`src/rtl/lm32_dtlb_refill_pkg.sv`:
```
// Shared definitions for the LM32 data-TLB hardware page-table walker:
// CSR index, fault-cause codes and walker state encodings.
package lm32_dtlb_refill_pkg;

    localparam int LM32_CSR_WIDTH = 5;
    localparam logic [LM32_CSR_WIDTH-1:0] LM32_CSR_PTBR = 5'h1C;

    typedef logic [1:0] lm32_ptw_fault_t;

    localparam lm32_ptw_fault_t LM32_PTW_FAULT_NONE = 2'b00;
    localparam lm32_ptw_fault_t LM32_PTW_FAULT_PDE  = 2'b01;
    localparam lm32_ptw_fault_t LM32_PTW_FAULT_PTE  = 2'b10;
    localparam lm32_ptw_fault_t LM32_PTW_FAULT_BUS  = 2'b11;

    typedef enum logic [2:0] {
        LM32_PTW_STATE_IDLE      = 3'd0,
        LM32_PTW_STATE_PDE_REQ   = 3'd1,
        LM32_PTW_STATE_PDE_CHECK = 3'd2,
        LM32_PTW_STATE_PTE_REQ   = 3'd3,
        LM32_PTW_STATE_FINISH    = 3'd4
    } lm32_ptw_state_t;

endpackage

```
`src/rtl/lm32_dtlb_refill.sv`:
```
// Two-level hardware page-table walker that refills the LM32 data TLB over a
// dedicated read-only Wishbone master port.
//
// state     | meaning
// ----------+-----------------------------------------------------------
// IDLE      | waiting for an enabled miss request
// PDE_REQ   | Wishbone read of the page-directory entry
// PDE_CHECK | one bus-idle cycle: test PDE valid bit, form PTE address
// PTE_REQ   | Wishbone read of the page-table entry
// FINISH    | one cycle: TLB update strobe or fault pulse
module lm32_dtlb_refill
    import lm32_dtlb_refill_pkg::*;
#(
    parameter int page_size = 4096
) (
    input  logic                      clk_i,
    input  logic                      rst_i,
    input  logic                      enable,
    input  logic                      refill_req,
    input  logic [31:0]               refill_address,
    input  logic [LM32_CSR_WIDTH-1:0] csr,
    input  logic [31:0]               csr_write_data,
    input  logic                      csr_write_enable,
    output logic [31:0]               csr_read_data,
    output logic                      refill_busy,
    output logic                      refill_done,
    output logic                      refill_fault,
    output logic [1:0]                fault_cause,
    output logic                      tlb_update,
    output logic [31:0]               tlb_vaddr,
    output logic [31:0]               tlb_paddr,
    output logic                      pw_cyc_o,
    output logic                      pw_stb_o,
    output logic [31:0]               pw_adr_o,
    input  logic [31:0]               pw_dat_i,
    input  logic                      pw_ack_i,
    input  logic                      pw_err_i,
    output logic                      pw_we_o,
    output logic [3:0]                pw_sel_o
);

    localparam int P   = $clog2(page_size);
    localparam int PTW = P - 2;
    localparam int PDW = 32 - P - PTW;

    lm32_ptw_state_t state_q, state_d;

    logic [31:P]     ptbr_q;
    logic [31:P]     va_q;
    logic [31:P]     pde_base_q;
    logic            pde_valid_q;
    logic [31:P]     pte_base_q;
    logic [31:0]     adr_q;
    lm32_ptw_fault_t fault_q;

    logic            accept;
    logic [PDW-1:0]  dir_idx;
    logic [31:0]     pde_addr;
    logic [31:0]     pte_addr;
    logic            unused_bits;

    assign accept   = (state_q == LM32_PTW_STATE_IDLE) && enable && refill_req;
    assign dir_idx  = refill_address[31:32-PDW];
    // OR rather than concatenate so the directory may span several pages for small page sizes.
    assign pde_addr = {ptbr_q, {P{1'b0}}} | 32'({dir_idx, 2'b00});
    assign pte_addr = {pde_base_q, va_q[P+PTW-1:P], 2'b00};

    always_ff @(posedge clk_i) begin
        if (rst_i)
            state_q <= LM32_PTW_STATE_IDLE;
        else
            state_q <= state_d;
    end

    always_comb begin
        state_d = state_q;
        case (state_q)
            LM32_PTW_STATE_IDLE:
                if (accept) state_d = LM32_PTW_STATE_PDE_REQ;
            LM32_PTW_STATE_PDE_REQ:
                if (pw_err_i)      state_d = LM32_PTW_STATE_FINISH;
                else if (pw_ack_i) state_d = LM32_PTW_STATE_PDE_CHECK;
            LM32_PTW_STATE_PDE_CHECK:
                state_d = pde_valid_q ? LM32_PTW_STATE_PTE_REQ : LM32_PTW_STATE_FINISH;
            LM32_PTW_STATE_PTE_REQ:
                if (pw_err_i || pw_ack_i) state_d = LM32_PTW_STATE_FINISH;
            LM32_PTW_STATE_FINISH:
                state_d = LM32_PTW_STATE_IDLE;
            default:
                state_d = LM32_PTW_STATE_IDLE;
        endcase
    end

    always_ff @(posedge clk_i) begin
        if (rst_i) begin
            ptbr_q      <= '0;
            va_q        <= '0;
            pde_base_q  <= '0;
            pde_valid_q <= 1'b0;
            pte_base_q  <= '0;
            adr_q       <= '0;
            fault_q     <= LM32_PTW_FAULT_NONE;
        end else begin
            if (csr_write_enable && (csr == LM32_CSR_PTBR))
                ptbr_q <= csr_write_data[31:P];
            case (state_q)
                LM32_PTW_STATE_IDLE:
                    if (accept) begin
                        va_q    <= refill_address[31:P];
                        adr_q   <= pde_addr;
                        fault_q <= LM32_PTW_FAULT_NONE;
                    end
                LM32_PTW_STATE_PDE_REQ:
                    if (pw_err_i) begin
                        fault_q <= LM32_PTW_FAULT_BUS;
                    end else if (pw_ack_i) begin
                        pde_base_q  <= pw_dat_i[31:P];
                        pde_valid_q <= pw_dat_i[0];
                    end
                LM32_PTW_STATE_PDE_CHECK:
                    if (!pde_valid_q)
                        fault_q <= LM32_PTW_FAULT_PDE;
                    else
                        adr_q <= pte_addr;
                LM32_PTW_STATE_PTE_REQ:
                    if (pw_err_i) begin
                        fault_q <= LM32_PTW_FAULT_BUS;
                    end else if (pw_ack_i) begin
                        pte_base_q <= pw_dat_i[31:P];
                        if (!pw_dat_i[0])
                            fault_q <= LM32_PTW_FAULT_PTE;
                    end
                default: ;
            endcase
        end
    end

    assign refill_busy   = (state_q != LM32_PTW_STATE_IDLE);
    assign pw_cyc_o      = (state_q == LM32_PTW_STATE_PDE_REQ) || (state_q == LM32_PTW_STATE_PTE_REQ);
    assign pw_stb_o      = pw_cyc_o;
    assign pw_adr_o      = adr_q;
    assign pw_we_o       = 1'b0;
    assign pw_sel_o      = 4'hF;
    assign tlb_update    = (state_q == LM32_PTW_STATE_FINISH) && (fault_q == LM32_PTW_FAULT_NONE);
    assign refill_done   = tlb_update;
    assign refill_fault  = (state_q == LM32_PTW_STATE_FINISH) && (fault_q != LM32_PTW_FAULT_NONE);
    assign fault_cause   = fault_q;
    assign tlb_vaddr     = {va_q, {P{1'b0}}};
    assign tlb_paddr     = {pte_base_q, {P{1'b0}}};
    assign csr_read_data = (csr == LM32_CSR_PTBR) ? {ptbr_q, {P{1'b0}}} : 32'h0;

    assign unused_bits = ^{refill_address[P-1:0], csr_write_data[P-1:0], pw_dat_i[P-1:1]};

endmodule
```
`config.mk`:
```
export PLATFORM = sky130hd
export DESIGN_NAME = lm32_dtlb_refill
export DESIGN_NICKNAME = d
export VERILOG_FILES = /design/src/rtl/lm32_dtlb_refill_pkg.sv /design/src/rtl/lm32_dtlb_refill.sv
export SDC_FILE = /design/constraint.sdc
export NUM_CORES = 1
export LEC_CHECK = 0
export BUFFER_PORTS_ARGS = -buffer_cell sky130_fd_sc_hd__buf_4
export CELL_PAD_IN_SITES_DETAIL_PLACEMENT = 0
export CELL_PAD_IN_SITES_GLOBAL_PLACEMENT = 1
export CORE_ASPECT_RATIO = 0.75
export CORE_MARGIN = 8
export CORE_UTILIZATION = 32
export DETAILED_ROUTE_END_ITERATION = 7
export PLACE_DENSITY = 0.88
export SETUP_SLACK_MARGIN = 0.2
export SYNTH_ARGS = -nofsm -noshare
export SYNTH_HDL_FRONTEND = slang
export SYNTH_SLANG_ARGS = --single-unit
```
`constraint.sdc`:
```
create_clock -name clk_i -period 1.8 [get_ports clk_i]
set_clock_uncertainty 0.15 [all_clocks]
set_input_delay 0.27 -clock clk_i [delete_from_list [all_inputs] [get_ports clk_i]]
set_output_delay 0.27 -clock clk_i [all_outputs]
set_load 0.03 [all_outputs]
```
==> impl_metrics.env, run 1 <==
export IMPL_status="finished with violations"
export IMPL_violations="negative setup slack"
export IMPL_syn2layout_area_growth_pct=75.5
export IMPL_num_rows=40
export IMPL_post_route_cell_area_um2=8950
export IMPL_antenna_found_initial=0
export IMPL_wl_um=19100
export IMPL_reg2regPathDepth=8
export IMPL_critical_path_class="reg2out"
export IMPL_yosysSeqAreaShare=0.455
export IMPL_cpMaxStageDelayCell="or3b_4"
export IMPL_r2r_slack_ns=-0.07
export IMPL_holdPathEnd="state_q[0]"
export IMPL_power_density_nw_per_um2=902
export IMPL_finalCritPeriodShare=1.06
export IMPL_cpPeakStageDelay_ns=0.41
export IMPL_place_area_um2=6520
export IMPL_gp_congestion=0.776
export IMPL_ys_types=30
export IMPL_grt_pass1_wl_um=29200
export IMPL_first_pass_iters=5
export IMPL_cts_tree="built"
export IMPL_rsz0062_at_grt="yes"
export IMPL_drv_cap=0
export IMPL_clockRootBuffer="clkbuf_16"
export IMPL_yosys_warnings=0
export IMPL_cts_sinks=116
export IMPL_die_y_um=125
export IMPL_power_switching_uw=2360
export IMPL_drc=0
export IMPL_io_pins=249
export IMPL_numPortBuffers=170
export IMPL_drive_above_1_share=0.446
export IMPL_max_freq_mhz=524
export IMPL_worstHoldStart="enable"
export IMPL_power_frac_clock=0.437
export IMPL_period_needed_ns=1.91
export IMPL_ys_flop_type="dfxtp_1"
export IMPL_coreArea_um2=15800
export IMPL_synthTopCellsByCount="166 x nand2_1, 116 x dfxtp_1, 84 x a21oi_1"
export IMPL_crit_chain="or3b_4, nor3_4, buf_6"
export IMPL_drv_slew=0
export IMPL_p_comb_frac=0.218
export IMPL_htree_num_levels=4
export IMPL_insertion_delay_ns=0.41
export IMPL_irDropWorstVdd_uv=645
export IMPL_cellInternalPower_uw=5720
export IMPL_r2r_end="pw_adr_o[5]"
export IMPL_antennaDiodeCount=0
export IMPL_worst_ep_required_time_ns=1.38
export IMPL_fillers=1432
export IMPL_hold_viol_final=0
export IMPL_ant_nets=0
export IMPL_instances_no_fill=1089
export IMPL_power_frac_seq=0.345
export IMPL_grt_total_usage=0.184
export IMPL_dp_hpwl_um=11200
export IMPL_grt_overflow=0
export IMPL_die_x_um=162
export IMPL_cp_startpoint="state_q[0]"
export IMPL_dp_cells=955
export IMPL_synth_most_common_cell="nand2_1"
export IMPL_ys_ff_latch=116
export IMPL_grt_pass1_vias=5082
export IMPL_grt_max_degree=51
export IMPL_min_path_type="in2reg"
export IMPL_syn_cell_area_um2=5100
export IMPL_wl_per_cell_um=17.6
export IMPL_start_kind="register"
export IMPL_vias=5050
export IMPL_fin_ws_ns=-0.107
export IMPL_crit_path_max_fanout=2
export IMPL_clk_pin_slew_ns=0.05
export IMPL_power_share_switching=0.292
export IMPL_cp_data_arrival_time_ns=1.49
export IMPL_ys_async_sr_fraction=0
export IMPL_yosysTopAreaCellShare=0.455
export IMPL_synth_area_leader_cell="dfxtp_1"
export IMPL_setup_viol=49
export IMPL_worstHoldPathCells=3
export IMPL_viasPerCell=4.64
export IMPL_postSynthCellCount=607
export IMPL_cts_buffer_depth=2
export IMPL_fin_nets=974
export IMPL_initial_core_util=0.323
export IMPL_post_synth_cell_area_avg_um2=8.40
export IMPL_endpoint_kind="primary output"
export IMPL_p_leak_uw=0.00372
export IMPL_cts_buffers=17
export IMPL_drt_iter0_markers=301
export IMPL_ys_top_cells_by_area="dfxtp_1 46%, nand2_1 12%, a21oi_1 8.2%, a211oi_2 7.8%, buf_4 7.2%"
export IMPL_r2r_start="state_q[1]"
export IMPL_fp_dieArea_um2=20300
export IMPL_synth_edf_count=0
-- how the worst max path moves through the flow --
stage	end	slack [ns]	cells past startpoint
after CTS	tlb_update	-0.12	3
after global placement	pw_adr_o[27]	0.07	5
after detailed placement	pw_adr_o[21]	0.006	5
final	tlb_update	-0.11	3
after global routing	pw_adr_o[5]	-0.15	8
after floorplan	tlb_update	-0.01	4
-- cells by family (layout without fill, tap and decap cells) --
family | Yosys count | after routing | synth area share
AND/OR/NAND/NOR | 242 | 244 | 0.203
AO/OA/AOI/OAI | 120 | 120 | 0.167
flip-flops | 116 | 116 | 0.455
buffers and inverters | 94 | 323 | 0.109
multiplexers | 32 | 32 | 0.0630
other | 2 | 43 | 0.00147
XOR/XNOR | 1 | 1 | 0.00172
-- final cells by class --
type | instances | area (um^2) | share of cell area
Tap cell | 210 | 263 | 0.0293
Sequential cell | 116 | 2340 | 0.262
Timing Repair Buffer | 287 | 2830 | 0.316
Inverter | 4 | 15.0 | 0.00168
Clock inverter | 14 | 178 | 0.0198
Multi-Input combinational cell | 440 | 2880 | 0.322
Clock buffer | 18 | 439 | 0.0490
-- cells in the final DEF, fill, tap and decap left out, drive strengths merged, types with 2 or more instances in the layout --
cell,synthesis,layout
bufbuf,0,2
nor2,37,37
and4bb,1,3
bufinv,0,3
dfxtp,116,116
clkinv,0,8
a211oi,32,32
buf,65,222
nor3,5,5
inv,4,6
a2111oi,2,2
conb,2,43
and3,21,21
nand3,2,2
a21oi,84,84
nand2,166,166
nor2b,2,2
mux2i,31,31
dlygate4sd3,0,61
clkbuf,25,20
nand2b,2,2
-- state kept, by name, summed over array words and instances (netlist names) --
name and count:
pte_base_q 20, ptbr_q 20, state_q 3, fault_cause 2
pde_valid_q 1, pw_adr_o 30, pde_base_q 20, va_q 20
-- per-stage QoR --
stage / power (uW) / hold WS (ns) / util / setup slack, ns / TNS, ns
finish: 8080 / 0.0816 / 0.566 / -0.107 / -2.65
global route: 8380 / 0.0725 / 0.566 / -0.150 / -6.64
CTS: 8030 / 0.0697 / 0.548 / -0.124 / -1.42
detailed placement: 3980 / 0.297 / 0.413 / 0.00624 / 0
global placement: 3970 / 0.292 / 0.413 / 0.0651 / 0
floorplan: 3620 / 0.256 / - / -0.0113 / -0.0113
-- worst max-delay path, delay by kind of cell (launching register included) --
family        cells  cell delay [ns]
flops             1             0.34
simple gates      2             0.57
buf+inv           1             0.16
-- what timing repair did --
item,in CTS,in global routing
hold endpoints to repair,81,0
buffers inserted,20,4
pin swaps,44,39
setup endpoints to repair,87,106
hold buffers,61,0
resized for setup,97,69
cloned,15,2
-- power by group through the flow --
stage	logic (uW)	clock network (uW)	registers, uW
4_1_cts	1660	3580	2780
5_1_grt	1850	3730	2800
3_3_place_gp	1140	0	2820
6_report	1760	3530	2780
2_1_floorplan	637	0	2980
3_5_place_dp	1150	0	2830
-- per-layer routing --
layer  routed length (um)  track usage  up-vias
met1                 8920        0.244     2423
li1                     -            -     2476
met2                 9020        0.283      130
met3                  881       0.0485       21
met4                  305       0.0614        0
met5                    0            0        -
Power figures use the tool's default switching activity.
==> run 2: changes to the inputs <==
--- a/config.mk
+++ b/config.mk
@@ -5,14 +5,15 @@
 export SDC_FILE = /design/constraint.sdc
 export NUM_CORES = 1
 export LEC_CHECK = 0
-export BUFFER_PORTS_ARGS = -buffer_cell sky130_fd_sc_hd__buf_4
 export CELL_PAD_IN_SITES_DETAIL_PLACEMENT = 0
 export CELL_PAD_IN_SITES_GLOBAL_PLACEMENT = 1
 export CORE_ASPECT_RATIO = 0.75
 export CORE_MARGIN = 8
-export CORE_UTILIZATION = 32
+export CORE_UTILIZATION = 43
 export DETAILED_ROUTE_END_ITERATION = 7
-export PLACE_DENSITY = 0.88
+export DONT_BUFFER_PORTS = 1
+export PLACE_DENSITY = 0.86
+export REMOVE_ABC_BUFFERS = 1
 export SETUP_SLACK_MARGIN = 0.2
 export SYNTH_ARGS = -nofsm -noshare
 export SYNTH_HDL_FRONTEND = slang
==> run 2 against run 1 <==
  * The flow finishes with violations (negative hold slack, negative setup slack)
  * Global-route usage increased by 1.8 points
  * Count of clock-buffer cells in the layout increased by 5
  * Combinational power decreased by 40%
  * Fmax decreased by 0.76%
  * Worst hold slack got worse by 0.29 ns
  * Via count decreased by 12%
  * Sequential share of layout area increased by 6.6 points
  * Sequential power increased by 7%
==> impl_metrics.env, run 2 (synthesis results as in run 1) <==
export IMPL_status="finished with violations"
export IMPL_violations="negative hold slack, negative setup slack"
export IMPL_critical_path_class="reg2out"
export IMPL_die_y_um=110
export IMPL_num_rows=34
export IMPL_io_pins=249
export IMPL_ant_nets=0
export IMPL_drv_cap=0
export IMPL_drive_above_1_share=0.393
export IMPL_cts_buffer_depth=2
export IMPL_wl_per_cell_um=21.4
export IMPL_fp_dieArea_um2=15600
export IMPL_drt_iter0_markers=299
export IMPL_htree_num_levels=4
export IMPL_grt_max_degree=119
export IMPL_antenna_found_initial=0
export IMPL_use_met2=0.344
export IMPL_dp_hpwl_um=10100
export IMPL_fillers=995
export IMPL_grt_pass1_wl_um=24000
export IMPL_cts_sinks=116
export IMPL_grt_overflow=0
export IMPL_power_density_nw_per_um2=1050
export IMPL_final_common_cell="nand2_1"
export IMPL_place_area_um2=5280
export IMPL_instances_no_fill=831
export IMPL_syn2layout_area_growth_pct=39.6
export IMPL_min_path_type="in2reg"
export IMPL_period_needed_ns=1.92
export IMPL_cts_hold_buf=3
export IMPL_drv_slew=0
export IMPL_dp_cells=754
export IMPL_antennaDiodeCount=0
export IMPL_largest_register_ffs=30
export IMPL_gr_usage_met3=0.0637
export IMPL_post_route_cell_area_um2=7120
export IMPL_finalCritPeriodShare=1.07
export IMPL_first_pass_iters=5
export IMPL_worst_ep_required_time_ns=1.38
export IMPL_p_leak_uw=0.00257
export IMPL_clockRootBuffer="clkbuf_16"
export IMPL_grt_pass1_vias=4205
export IMPL_insertion_delay_ns=0.40
export IMPL_gp_congestion=0.799
export IMPL_rsz0062_at_grt="yes"
export IMPL_die_x_um=142
export IMPL_numPortBuffers=0
export IMPL_layout_common_cells="116 x nand2_1, 113 x dfxtp_1, 59 x a21oi_1, 43 x conb_1, 34 x nand2_2"
export IMPL_coreArea_um2=11600
export IMPL_irDropWorstVdd_uv=623
export IMPL_grt_busiest_layer="met2"
export IMPL_multi_input_area_um2=2840
export IMPL_vias=4442
export IMPL_wl_um=17800
export IMPL_regArea_um2=2330
export IMPL_start_kind="register"
export IMPL_endpoint_kind="primary output"
export IMPL_clk_pin_slew_ns=0.05
export IMPL_cp_data_arrival_time_ns=1.50
export IMPL_cts_tree="built"
export IMPL_viasPerCell=5.35
export IMPL_tns_ns=-2.37
export IMPL_fin_nets=764
export IMPL_fin_ws_ns=-0.122
export IMPL_initial_core_util=0.441
export IMPL_fin_hold_ws_ns=-0.206
export IMPL_drc=0
export IMPL_cts_buffers=17
export IMPL_hold_viol_final=112
export IMPL_grt_total_usage=0.202
export IMPL_max_freq_mhz=520
export IMPL_crit_path_max_fanout=4
export IMPL_grtUsageMet1=0.237
export IMPL_setup_viol=53
[run 2: worst max-delay path, cell delays in order (launching register included)]
cell and delay, ns:
dfxtp_4 0.36, or3b_4 0.40, nor3_4 0.17, buf_12 0.17
[run 2: cell type report]
class | count | share of cell area
Multi-Input combinational cell | 438 | 0.399
Sequential cell | 116 | 0.328
Timing Repair Buffer | 79 | 0.157
Clock buffer | 23 | 0.0685
Tap cell | 162 | 0.0285
Clock inverter | 9 | 0.0176
Inverter | 4 | 0.00211
[run 2: where the power goes]
group          total, uW  internal [uW]  switching, uW
registers           2970           2680            283
clock network       3490           2320           1170
logic               1050            477            574
[run 2: metrics by stage]
stage / utilization / total power (uW) / setup WS, ns / hold slack [ns]
global route: 0.615 / 7750 / -0.172 / -0.236
floorplan: - / 3460 / -2.01 / 0.185
detailed placement: 0.456 / 3670 / -0.103 / 0.198
CTS: 0.568 / 7380 / -0.133 / -0.229
finish: 0.615 / 7510 / -0.122 / -0.206
global placement: 0.456 / 3640 / -0.0257 / 0.196
[run 2: path summary, 6_finish.rpt]
| check | from | to | slack, ns | cells past startpoint |
|---|---|---|---|---|
| setup / recovery | state_q[1] | refill_done | -0.12 | 3 |
| hold / removal | rst_i | pte_base_q[27] | -0.21 | 1 |
| setup reg to reg | state_q[0] | pw_adr_o[15] | -0.08 | 10 |
| hold reg to reg | pde_base_q[19] | pde_base_q[19] | 0.30 | 2 |
[run 2: layer usage]
layer / wire (um) / vias to the layer above
li1: - / 2059
met1: 7360 / 2186
met2: 8790 / 181
met3: 1470 / 16
met4: 191 / 0
met5: 0 / -
[run 2: what timing repair did]
action                     4_1_cts  5_1_grt
pin swaps                       33       14
cloned                           9       10
setup endpoints to repair      100      115
setup buffers                   21        2
hold endpoints to repair       116      113
gates resized for setup         77      115
